File: src/rtl/mem_single_stream_ctrl.sv
// Stream front-end for a mem_single RAM: loads a frame from a valid/ready input stream and replays it on start.
// Optional MEM_STREAM_SKID_EN widens the output buffer to two words for back-to-back reads.
module mem_single_stream_ctrl #(
   parameter  int WIDTH = 8,
   parameter  int DEPTH = 64,
   localparam int AW    = $clog2(DEPTH),
   localparam int CW    = $clog2(DEPTH + 1)
) (
   input  logic             clock,
   input  logic             rst_n,
   input  logic [WIDTH-1:0] in_data,
   input  logic             in_valid,
   output logic             in_ready,
   input  logic             start,
   output logic [WIDTH-1:0] out_data,
   output logic             out_valid,
   input  logic             out_ready,
   output logic             out_last,
   output logic [CW-1:0]    count,
   output logic             busy,
   output logic [WIDTH-1:0] mem_data,
   output logic [AW-1:0]    mem_address,
   output logic             mem_wr_en,
   input  logic [WIDTH-1:0] mem_q
);

   typedef enum logic {IDLE, READ} state_t;

`ifdef MEM_STREAM_SKID_EN
   localparam logic [1:0] CAP = 2'd2;
`else
   localparam logic [1:0] CAP = 2'd1;
`endif

   localparam logic [CW-1:0] DEPTH_C = CW'(DEPTH);

   state_t           state;
   logic [AW-1:0]    wr_ptr;
   logic [CW-1:0]    rd_ptr;
   logic [CW-1:0]    out_idx;
   logic [1:0]       occ;
   logic             pend;
   logic [WIDTH-1:0] skid_data;

   logic             pop;
   logic             wr_fire;
   logic             issue;
   logic [1:0]       fill;
   logic [CW-1:0]    next_idx;

   // NOTE: fill credits a word leaving this cycle, so a full buffer that is draining can still issue.
   assign pop         = out_valid & out_ready;
   assign fill        = occ + {1'b0, pend} - {1'b0, pop};
   assign next_idx    = out_idx + {{(CW-1){1'b0}}, pop};
   assign in_ready    = (state == IDLE) && (count < DEPTH_C) && !start;
   assign wr_fire     = in_valid & in_ready;
   assign issue       = (state == READ) && (rd_ptr < count) && (fill < CAP);
   assign mem_wr_en   = wr_fire;
   assign mem_data    = in_data;
   assign mem_address = (state == IDLE) ? wr_ptr : rd_ptr[AW-1:0];

   always_ff @(posedge clock or negedge rst_n) begin
      if (!rst_n) begin
         state     <= IDLE;
         busy      <= 1'b0;
         count     <= '0;
         wr_ptr    <= '0;
         rd_ptr    <= '0;
         out_idx   <= '0;
         occ       <= '0;
         pend      <= 1'b0;
         out_valid <= 1'b0;
         out_last  <= 1'b0;
         out_data  <= '0;
         skid_data <= '0;
      end else begin
         case (state)
            IDLE: begin
               if (wr_fire) begin
                  wr_ptr <= wr_ptr + 1'b1;
                  count  <= count + 1'b1;
               end
               if (start && (count != '0)) begin
                  state <= READ;
                  busy  <= 1'b1;
               end
            end
            READ: begin
               if (pop && out_last) begin
                  state     <= IDLE;
                  busy      <= 1'b0;
                  count     <= '0;
                  wr_ptr    <= '0;
                  rd_ptr    <= '0;
                  out_idx   <= '0;
                  occ       <= '0;
                  pend      <= 1'b0;
                  out_valid <= 1'b0;
                  out_last  <= 1'b0;
               end else begin
                  if (issue) rd_ptr <= rd_ptr + 1'b1;
                  pend      <= issue;
                  occ       <= fill;
                  out_idx   <= next_idx;
                  out_valid <= (fill != 2'd0);
                  out_last  <= (fill != 2'd0) && (next_idx == count - 1'b1);
                  // mem_q is captured only on the cycle after an issue; the head advances on pop.
                  if (pop) begin
                     if (occ == 2'd2) begin
                        out_data <= skid_data;
                        if (pend) skid_data <= mem_q;
                     end else if (pend) begin
                        out_data <= mem_q;
                     end
                  end else if (pend) begin
                     if (occ == 2'd0) out_data  <= mem_q;
                     else             skid_data <= mem_q;
                  end
               end
            end
            default: state <= IDLE;
         endcase
      end
   end

endmodule

File: config.mk
export PLATFORM = sky130hd
export DESIGN_NAME = mem_single_stream_ctrl
export DESIGN_NICKNAME = d
export VERILOG_FILES = /design/src/rtl/mem_single_stream_ctrl.sv
export SDC_FILE = /design/constraint.sdc
export NUM_CORES = 1
export LEC_CHECK = 0
export ABC_AREA = 1
export BUFFER_PORTS_ARGS = -buffer_cell sky130_fd_sc_hd__buf_2
export CAP_MARGIN = 10
export CELL_PAD_IN_SITES_DETAIL_PLACEMENT = 1
export CELL_PAD_IN_SITES_GLOBAL_PLACEMENT = 2
export CORE_ASPECT_RATIO = 1.5
export CORE_MARGIN = 10
export CORE_UTILIZATION = 36
export CTS_BUF_LIST = sky130_fd_sc_hd__clkbuf_8
export DETAILED_ROUTE_END_ITERATION = 6
export GPL_TIMING_DRIVEN = 0
export PLACE_DENSITY_LB_ADDON = 0.1
export REMOVE_ABC_BUFFERS = 1
export SLEW_MARGIN = 15
export SYNTH_ARGS = -nofsm -noshare
export SYNTH_HDL_FRONTEND = slang
export SYNTH_SLANG_ARGS = --single-unit
File: constraint.sdc
create_clock -name clock -period 5.5 [get_ports clock]
set_input_delay 0.825 -clock clock [delete_from_list [all_inputs] [get_ports clock]]
set_output_delay 0.825 -clock clock [all_outputs]
set_load 0.01 [all_outputs]
# Word level (Yosys, flattened, before mapping)
# Cells that the tools add are included.
[word_totals]
ff_bits = 50
output_inout_bits = 34
wordCells = 83
[op_classes]
n_addsub = 7
magnitude_cmp = 3
n_eq_ne = 8
n_mux = 29
n_bitwise = 4
reduce_logical = 20
[ops]
columns = ["cell", "count"]
rows = [
  ["8-bit 2-to-1 mux", 9],
  ["7-bit 2-to-1 mux", 5],
  ["6-bit 2-to-1 mux", 3],
  ["7-bit by 1-bit adder with 7-bit output, second input constant", 2],
  ["7-bit one-hot mux with 2 select lines", 1],
  ["6-bit one-hot mux with 2 select lines", 1],
  ["2-bit nonzero test", 5],
  ["7-bit by 1-bit adder with 7-bit output", 1],
  ["7-bit equality test", 1],
  ["1-bit logical AND", 7],
  ["7-bit less-than comparator", 1],
  ["7-bit less-than comparator, second input constant", 1],
  ["1-bit 2-to-1 mux", 7],
  ["7-bit nonzero test", 1],
  ["7-bit by 1-bit subtractor with 7-bit output, second input constant", 1],
  ["6-bit by 1-bit adder with 6-bit output, second input constant", 1],
  ["2-bit by 1-bit inequality test with 1-bit output, second input constant", 3],
  ["2-bit inequality test, second input constant", 3],
  ["2-bit AND reduction", 3],
  ["6-bit AND reduction", 1],
  ["5-bit AND reduction", 1],
  ["1-bit one-hot mux with 2 select lines", 2],
  ["2-bit by 1-bit adder with 2-bit output", 1],
  ["1-bit bitwise AND", 2],
  ["other kinds (7)", 8],
]

# Longest topological paths before layout
# Gate-level depths: netlist of the first run.
[logic_depth]
depth_word = 6
mapped_depth = 16
ltp_nobuf = 15

# Worst setup path after synthesis of the first run
# Ideal clock, no wire load.
[synth_path]
path_kind = "input to register"
startpoint = "input port out_ready"
endpoint = "register rd_ptr[2]"
setup_time_ns = 0.118
arrival_time_ns = 2.524
slack_ns = 2.858
path_stages = 14
path_cell_list = "nand2_1 > inv_1 > clkbuf_1 > ha_1 > inv_1 > ha_1 > nor3_2 > nand2_1 > nor2_1 > nand3_2 > nand2_4 > inv_2 > nand2_1 > nand2_1"
[synth_via]
elab_chain_cells = 6
[synth_lines]
columns = ["element", "line_no", "text"]
rows = [
  ["from (decl)", "17", "input logic out_ready,"],
  ["1-bit bitwise AND *", "52", "assign pop = out_valid & out_ready;"],
  ["2-bit by 1-bit subtractor with 2-bit output", "53", "assign fill = occ + {1'b0, pend} - {1'b0, pop};"],
  ["2-bit by 1-bit less-than comparator with 1-bit output", "57", "assign issue = (state == READ) && (rd_ptr < count) && (fill < CAP);"],
  ["1-bit logical AND", "57", ""],
  ["2-bit nonzero test (no source line)", "-", ""],
  ["2-bit AND reduction (no source line)", "-", ""],
  ["to (signal assigned)", "101", "if (issue) rd_ptr <= rd_ptr + 1'b1;"],
  ["to (decl)", "39", "logic [CW-1:0] rd_ptr;"],
]
# Every way passes the cells marked *; elsewhere a longest branch is shown, timed or not.
# A chain may end at the register's enable or synchronous reset.

# Worst setup path after layout of the first run
[layout_path]
startpoint = "register state"
endpoint = "output port mem_address[4]"
[layout_via]
elab_chain_cells = 1
[layout_lines]
columns = ["element", "line_no", "text"]
rows = [
  ["from (decl)", "37", "state_t state;"],
  ["from (signal assigned)", "64", "state <= IDLE;"],
  ["from (signal assigned)", "84", "state <= READ;"],
  ["from (signal assigned)", "90", "state <= IDLE;"],
  ["6-bit 2-to-1 mux", "60", "assign mem_address = (state == IDLE) ? wr_ptr : rd_ptr[AW-1:0];"],
  ["to (decl)", "22", "output logic [AW-1:0] mem_address,"],
]
# No other way between the ends.

==> metrics.cfg, run 1 <==
[final_layout]
antenna_cells=0
syn2layout_area_growth_pct=10.4
multi_input_area_sq_um=1600
ff_latch_area_sq_um=1250
n_fill_cell=1096
layout-drive-gt1-share_pct=16.1
nets=472

[job]
cap_violations=0

[synth]
synth_cells=404
synth_async_sr_flop_share_pct=100
yosys_warnings=0
ys_types=32
synthAdderAreaFrac_pct=6.86
synth-edff-count=0
ys_top_cells_by_count=nand2_1, dfrtp_1, inv_1
synth_compound_gate_area_share_pct=7.71
synth_top_area_cell=dfrtp_1
yosysTopAreaCellShare_pct=40.4
synth.ff_latch_count=50
avgSynthCellArea_sq_um=7.67
muxShareOfSynthArea_pct=2.91
ys_seq_area_share_pct=40.4
synth_top_family_by_area=simple AND/OR/NAND/NOR gates
yosysMostFrequentCell=nand2_1
synth_ff_type=dfrtp_1
netlist_area_sq_um=3100
yosys.area_share.simple_pct=31.4
synth_xor_area_share_pct=2.82
ys_top_cells_by_area=dfrtp_1, nand2_1, ha_1

[power_and_ir_drop]
p_sw_share_pct=48.6
p_seq_share_pct=35.6
p_per_area_nw_per_um2=585
power_frac_clock_pct=12.0
power.internal_w=0.00103
p_leak_nw=1.80
finalPower_w=0.00200
combPwrFrac_pct=52.4
p_sw_w=0.000972
vdd_drop_max_uv=288

[timing]
final_min_period_over_clock_period_pct=50.9
post-route-min-period_ps=2800
setup_tns_ps=0
rsz0062_at_grt=no
maxSlewViolCount=0
fmax_mhz=357
max_slew_margin_pct=30.4
hold_viol=0
tightest_slew_ps=1040
finClkSkew_ps=6.36
setup-violations-final=0

[global_route]
track_usage_pct=14.2
grt_pass1_wl_mm=14.5
antenna_found_initial=0
grt_pass1_vias=2899
grt_start_max_net_pins=51
gr-total-overflow=0

[floorplanning]
num_io_pins=55
row_count=41
die_w_um=95.8
core_area_sq_um=8410
die_area_sq_um=12800
die_h_um=134
start_util_pct=36.9

[clock_network]
clock_latency_ps=320
clk_transition_reported_paths_ps=100
cts_setup_buffers=0
cts-hold-fix-buffers=0
cts_buffers=5
cts_tree=built
root_buffer=clkbuf_8
cts_buffer_depth=2
cts-resized-gates=0
cts_sinks=50
h-tree-depth=2

[critical_path]
crit_path_max_incr_delay_ps=1040
worstPathArrival_ps=1970
reg2reg_depth=13
critPathKind=flip-flop to output pin
cp_data_required_time_ps=4680
regToRegSetupSlack_ps=3030
worstPathBufferInverterCount=2
critPathMaxFanout=24
r2r-end=rd_ptr[3]$_DFFE_PN0P_
crit_chain=inv_2, nand2_1, nand2_1, buf_2
endpoint_kind=output pin
cp_slowest_cell=dfrtp_1
path_common_cell=nand2_1
startpoint_type=flip-flop
r2r-start=out_valid$_DFFE_PN0P_
cp_top_family=flip-flops

[placement]
dp_hpwl_mm=6.61
io_buffers=38
gp_congestion=0.764

[detailed_routing]
wl_per_cell_um=15.9
vias=2777
wl_mm=8.64
drt_iter0_drc=81
drc=0
ant_nets=0
dr.pass1.iters=4
routed_via_density=5.12

[run_status]
status=complete, no violations

[hold_path]
hold_class=flip-flop to flip-flop
hold_start=busy$_DFFE_PN0P_
holdPathStages=2
min_to=busy$_DFFE_PN0P_

## worst max-delay path by stage
stage	start	endpoint	slack, ps	cells after the start
after floorplan	out_ready	rd_ptr[2]$_DFFE_PN0P_	3010	13
after global placement	out_ready	rd_ptr[5]$_DFFE_PN0P_	2590	14
after detailed placement	out_ready	rd_ptr[2]$_DFFE_PN0P_	2540	14
after CTS	state$_DFF_PN0_	mem_address[4]	2680	4
after global routing	state$_DFF_PN0_	mem_address[4]	2520	4
final	state$_DFF_PN0_	mem_address[4]	2700	4
## layer usage
layer,share of wire (%),wire length (um),GRT usage (%)
met5,0,0,0
met4,1.3,116,4.19
met3,5.1,438,3.77
met2,53,4560,25.8
met1,41,3530,15.3
## final cells by class
cell class / instances / share of cell area [%]
Sequential cell: 50 / 36.6
Clock buffer: 6 / 2.41
Clock inverter: 2 / 0.366
Timing Repair Buffer: 38 / 5.63
Tap cell: 107 / 3.91
Multi-Input combinational cell: 300 / 46.8
Inverter: 39 / 4.28
## registers in the layout (all words and copies together) (netlist names), 2 cells and up
register / cells
occ: 2
skid_data: 8
rd_ptr: 7
count: 7
out_data: 8
wr_ptr: 6
out_idx: 7
## layout by cell type, fill, tap and decap left out, drive strengths merged, types with 2 or more instances in the layout
cell,count
a21oi,9
nand4,5
a31oi,8
nand3,31
nor3,9
nand2,140
clkbuf,6
a22o,2
xor2,9
o22ai,6
nor2,38
buf,38
o21ai,14
dfrtp,50
clkinv,2
inv,38
mux2,8
ha,17
## cells by family (layout without fill, tap and decap cells)
logic type,after synthesis,in the layout
AOI/OAI and AO/OA,41,41
DFF,50,50
xor gates and xnor gates,10,10
muxes,8,8
and+or+nand+nor,224,224
adders and majority gates,17,17
buffers and inverters,54,85
## power by group through the flow
stage	sequential (W)	combinational [W]	clock, W
3_5_place_dp	0.000723	0.00107	0
3_3_place_gp	0.000715	0.00104	0
5_1_grt	0.000741	0.00121	0.000261
4_1_cts	0.000715	0.00108	0.000250
6_report	0.000713	0.00105	0.000240
2_1_floorplan	0.000691	0.000741	0
## per-stage QoR
step | setup WS, ps | cells | instance area [sq um] | hold WS [ps] | util (%)
5_1_grt | 2520 | 542 | 3420 | 521 | 40.7
3_3_place_gp | 2590 | 534 | 3320 | 463 | 39.5
4_1_cts | 2680 | 542 | 3420 | 501 | 40.7
2_1_floorplan | 3010 | 389 | 3000 | 480 | -
3_5_place_dp | 2540 | 534 | 3330 | 472 | 39.5
6_report | 2700 | 542 | 3420 | 497 | 40.7
## worst register-to-register path, cell delays in order, from the launching register on
cell and delay (ps):
dfrtp_1 440, nand2_1 100, inv_1 360, ha_1 320, inv_1 50, ha_1 240, nor3_2 180, nand2_1 70
nor2_1 110, nand3_2 150, nand2_4 130, inv_2 90, nand2_1 70, nand2_1 50
Note: power is estimated with default switching activity, not from simulation.
==> run 2, diff against run 1 <==
--- a/config.mk
+++ b/config.mk
@@ -12,7 +12,7 @@
 export CELL_PAD_IN_SITES_GLOBAL_PLACEMENT = 2
 export CORE_ASPECT_RATIO = 1.5
 export CORE_MARGIN = 10
-export CORE_UTILIZATION = 36
+export CORE_UTILIZATION = 33
 export CTS_BUF_LIST = sky130_fd_sc_hd__clkbuf_8
 export DETAILED_ROUTE_END_ITERATION = 6
 export GPL_TIMING_DRIVEN = 0
==> constraint.sdc (replaced) <==
create_clock -name clock -period 2.68 [get_ports clock]
set_input_delay 0.402 -clock clock [delete_from_list [all_inputs] [get_ports clock]]
set_output_delay 0.402 -clock clock [all_outputs]
set_load 0.01 [all_outputs]
==> metrics.cfg, run 2 (synthesis results as in run 1) <==
[timing]
post-route-min-period_ps=2390
tightest_slew_ps=1010  ; was 1040 ps
finClkSkew_ps=5.94  ; was 6.36 ps
rsz0062_at_grt=no  ; unchanged
max_slew_margin_pct=32.3  ; was 30.4%
fmax_mhz=419
maxSlewViolCount=0  ; unchanged
hold_viol=0  ; unchanged
setup-violations-final=0  ; unchanged
setup_tns_ps=0  ; unchanged
setup_slack_ps=292  ; was 2700 ps
final_min_period_over_clock_period_pct=89.1

[critical_path]
cp_top_family=simple AND/OR/NAND/NOR gates  ; was flip-flops
r2r-end=rd_ptr[2]$_DFFE_PN0P_  ; was rd_ptr[3]$_DFFE_PN0P_
endpoint_kind=flip-flop  ; was output pin
path_common_cell=nand2_1  ; unchanged
cp_slowest_cell=dfrtp_1  ; unchanged
reg2reg_depth=13  ; unchanged
worstPathArrival_ps=2600  ; was 1970 ps
regToRegSetupSlack_ps=290  ; was 3030 ps
startpoint_type=flip-flop  ; unchanged
worstPathBufferInverterCount=3  ; was 2
crit_chain=nand2_1, clkinvlp_4, ha_1, inv_1, ha_1, nor3_2, nand2_1, nor2_1, nand3_2, nand2_4, inv_2, nand2_1, nand2_1  ; was inv_2, nand2_1, nand2_1, buf_2
cp_data_required_time_ps=2900  ; was 4680 ps
critPathKind=flip-flop to flip-flop  ; was flip-flop to output pin
crit_path_max_incr_delay_ps=430  ; was 1040 ps
cp_num_cells=13  ; was 4
critPathMaxFanout=7  ; was 24
r2r-start=out_valid$_DFFE_PN0P_  ; unchanged
crit_start=out_valid$_DFFE_PN0P_  ; was state$_DFF_PN0_
critPathCapture=rd_ptr[2]$_DFFE_PN0P_  ; was mem_address[4]

[power_and_ir_drop]
p_sw_share_pct=48.4  ; was 48.6%
finalPower_w=0.00409  ; was 0.00200 W
power.internal_w=0.00211  ; was 0.00103 W
combPwrFrac_pct=53.2  ; was 52.4%
p_per_area_nw_per_um2=1180  ; was 585 nW/um^2
vdd_drop_max_uv=393  ; was 288 uV
p_leak_nw=1.81  ; was 1.80 nW
power_frac_clock_pct=11.3  ; was 12.0%
p_sw_w=0.00198  ; was 0.000972 W
p_seq_share_pct=35.4  ; was 35.6%

[global_route]
grt_pass1_wl_mm=14.4  ; was 14.5 mm
antenna_found_initial=0  ; unchanged
track_usage_pct=12.7  ; was 14.2%
grt_start_max_net_pins=51  ; unchanged
gr-total-overflow=0  ; unchanged
grt_pass1_vias=2869  ; was 2899

[placement]
dp.cells=539  ; was 534
place_ws_ps=75.2  ; was 2540 ps
io_buffers=38  ; unchanged
dp_hpwl_mm=6.67  ; was 6.61 mm
gp_congestion=0.713  ; was 0.764

[clock_network]
cts-hold-fix-buffers=0  ; unchanged
clock_latency_ps=320  ; about the same
cts_buffer_depth=2  ; unchanged
cts_tree=built  ; unchanged
cts_buffers=5  ; unchanged
h-tree-depth=2  ; unchanged
root_buffer=clkbuf_8  ; unchanged
cts_sinks=50  ; unchanged
clk_transition_reported_paths_ps=100  ; about the same

[final_layout]
final-instance-count-excl-fill=552  ; was 542
layout_commonest_cell=nand2_1  ; unchanged
n_fill_cell=1163  ; was 1096
reg_top3=out_data: 8 flops, skid_data: 8 flops  ; unchanged
antenna_cells=0  ; unchanged
layout_common_cells=nand2_1, dfrtp_1, buf_2, inv_1, nor2_1  ; unchanged
syn2layout_area_growth_pct=11.7  ; was 10.4%
layout-drive-gt1-share_pct=17.3  ; was 16.1%
nets=477  ; was 472

[detailed_routing]
wl_per_cell_um=15.6  ; was 15.9 um
ant_nets=0  ; unchanged
drc=0  ; unchanged
dr.pass1.iters=4  ; unchanged
drt_iter0_drc=62  ; was 81
routed_via_density=4.99  ; was 5.12
wl_mm=8.63  ; was 8.64 mm
vias=2757  ; was 2777

[job]
cap_violations=0  ; unchanged

[floorplanning]
die_w_um=99.1  ; was 95.8 um
die_area_sq_um=13800  ; was 12800 sq um
core_area_sq_um=9200  ; was 8410 sq um
num_io_pins=55  ; unchanged
start_util_pct=33.7  ; was 36.9%
row_count=43  ; was 41
die_h_um=139  ; was 134 um

[run_status]
status=complete, no violations  ; unchanged

[hold_path]
hold_class=input port to asynchronous set/reset pin  ; was flip-flop to flip-flop

run 2: changes by cell type in the layout (fill, tap and decap cells not counted), sizes merged:
cell      change
clkbuf        -1
inv           -1
clkinvlp      +1
buf           +5
clkinv        +1
run 2: power groups by stage:
| stage | combinational (W) | clock (W) | sequential (W) |
|---|---|---|---|
| after floorplan | 0.00152 | 0 | 0.00142 |
| after global placement | 0.00215 | 0 | 0.00147 |
| after detailed placement | 0.00221 | 0 | 0.00148 |
| after CTS | 0.00222 | 0.000484 | 0.00146 |
| after global routing | 0.00255 | 0.000506 | 0.00151 |
| final | 0.00218 | 0.000464 | 0.00145 |
run 2: area by class of cell:
| cell class | count | area (sq um) | share of cell area, % |
|---|---|---|---|
| Clock inverter | 3 | 21.3 | 0.614 |
| Sequential cell | 50 | 1250 | 36.1 |
| Timing Repair Buffer | 43 | 230 | 6.65 |
| Clock buffer | 5 | 68.8 | 1.99 |
| Inverter | 39 | 150 | 4.33 |
| Multi-Input combinational cell | 300 | 1600 | 46.3 |
| Tap cell | 112 | 140 | 4.04 |
run 2: how the worst min path moves through the flow:
| stage | startpoint | end | slack (ps) | depth (start not counted) |
|---|---|---|---|---|
| floorplan | rst_n | busy$_DFFE_PN0P_ | 110 | 0 |
| global placement | busy$_DFFE_PN0P_ | busy$_DFFE_PN0P_ | 460 | 2 |
| detailed placement | busy$_DFFE_PN0P_ | busy$_DFFE_PN0P_ | 480 | 2 |
| CTS | rst_n | wr_ptr[1]$_DFFE_PN0P_ | 150 | 1 |
| global route | rst_n | count[4]$_DFFE_PN0P_ | 180 | 1 |
| finish | rst_n | out_idx[5]$_DFFE_PN0P_ | 120 | 1 |
run 2: stage by stage:
stage | utilization, % | hold WS [ps] | cell area (sq um)
2_1_floorplan | - | 106 | 3000
3_3_place_gp | 36.2 | 462 | 3330
3_5_place_dp | 36.2 | 479 | 3330
4_1_cts | 37.2 | 146 | 3420
5_1_grt | 37.7 | 176 | 3460
6_report | 37.7 | 118 | 3460
run 2: timing repair:
item                       in CTS  in global routing
resized for setup               0                  1
buffers inserted                0                  5
setup endpoints to repair       0                  7
run 2: metal layers:
metal	wire, um	track usage (%)
met5	0	0
met4	145	3.94
met3	448	3.34
met2	4510	23.1
met1	3530	13.6
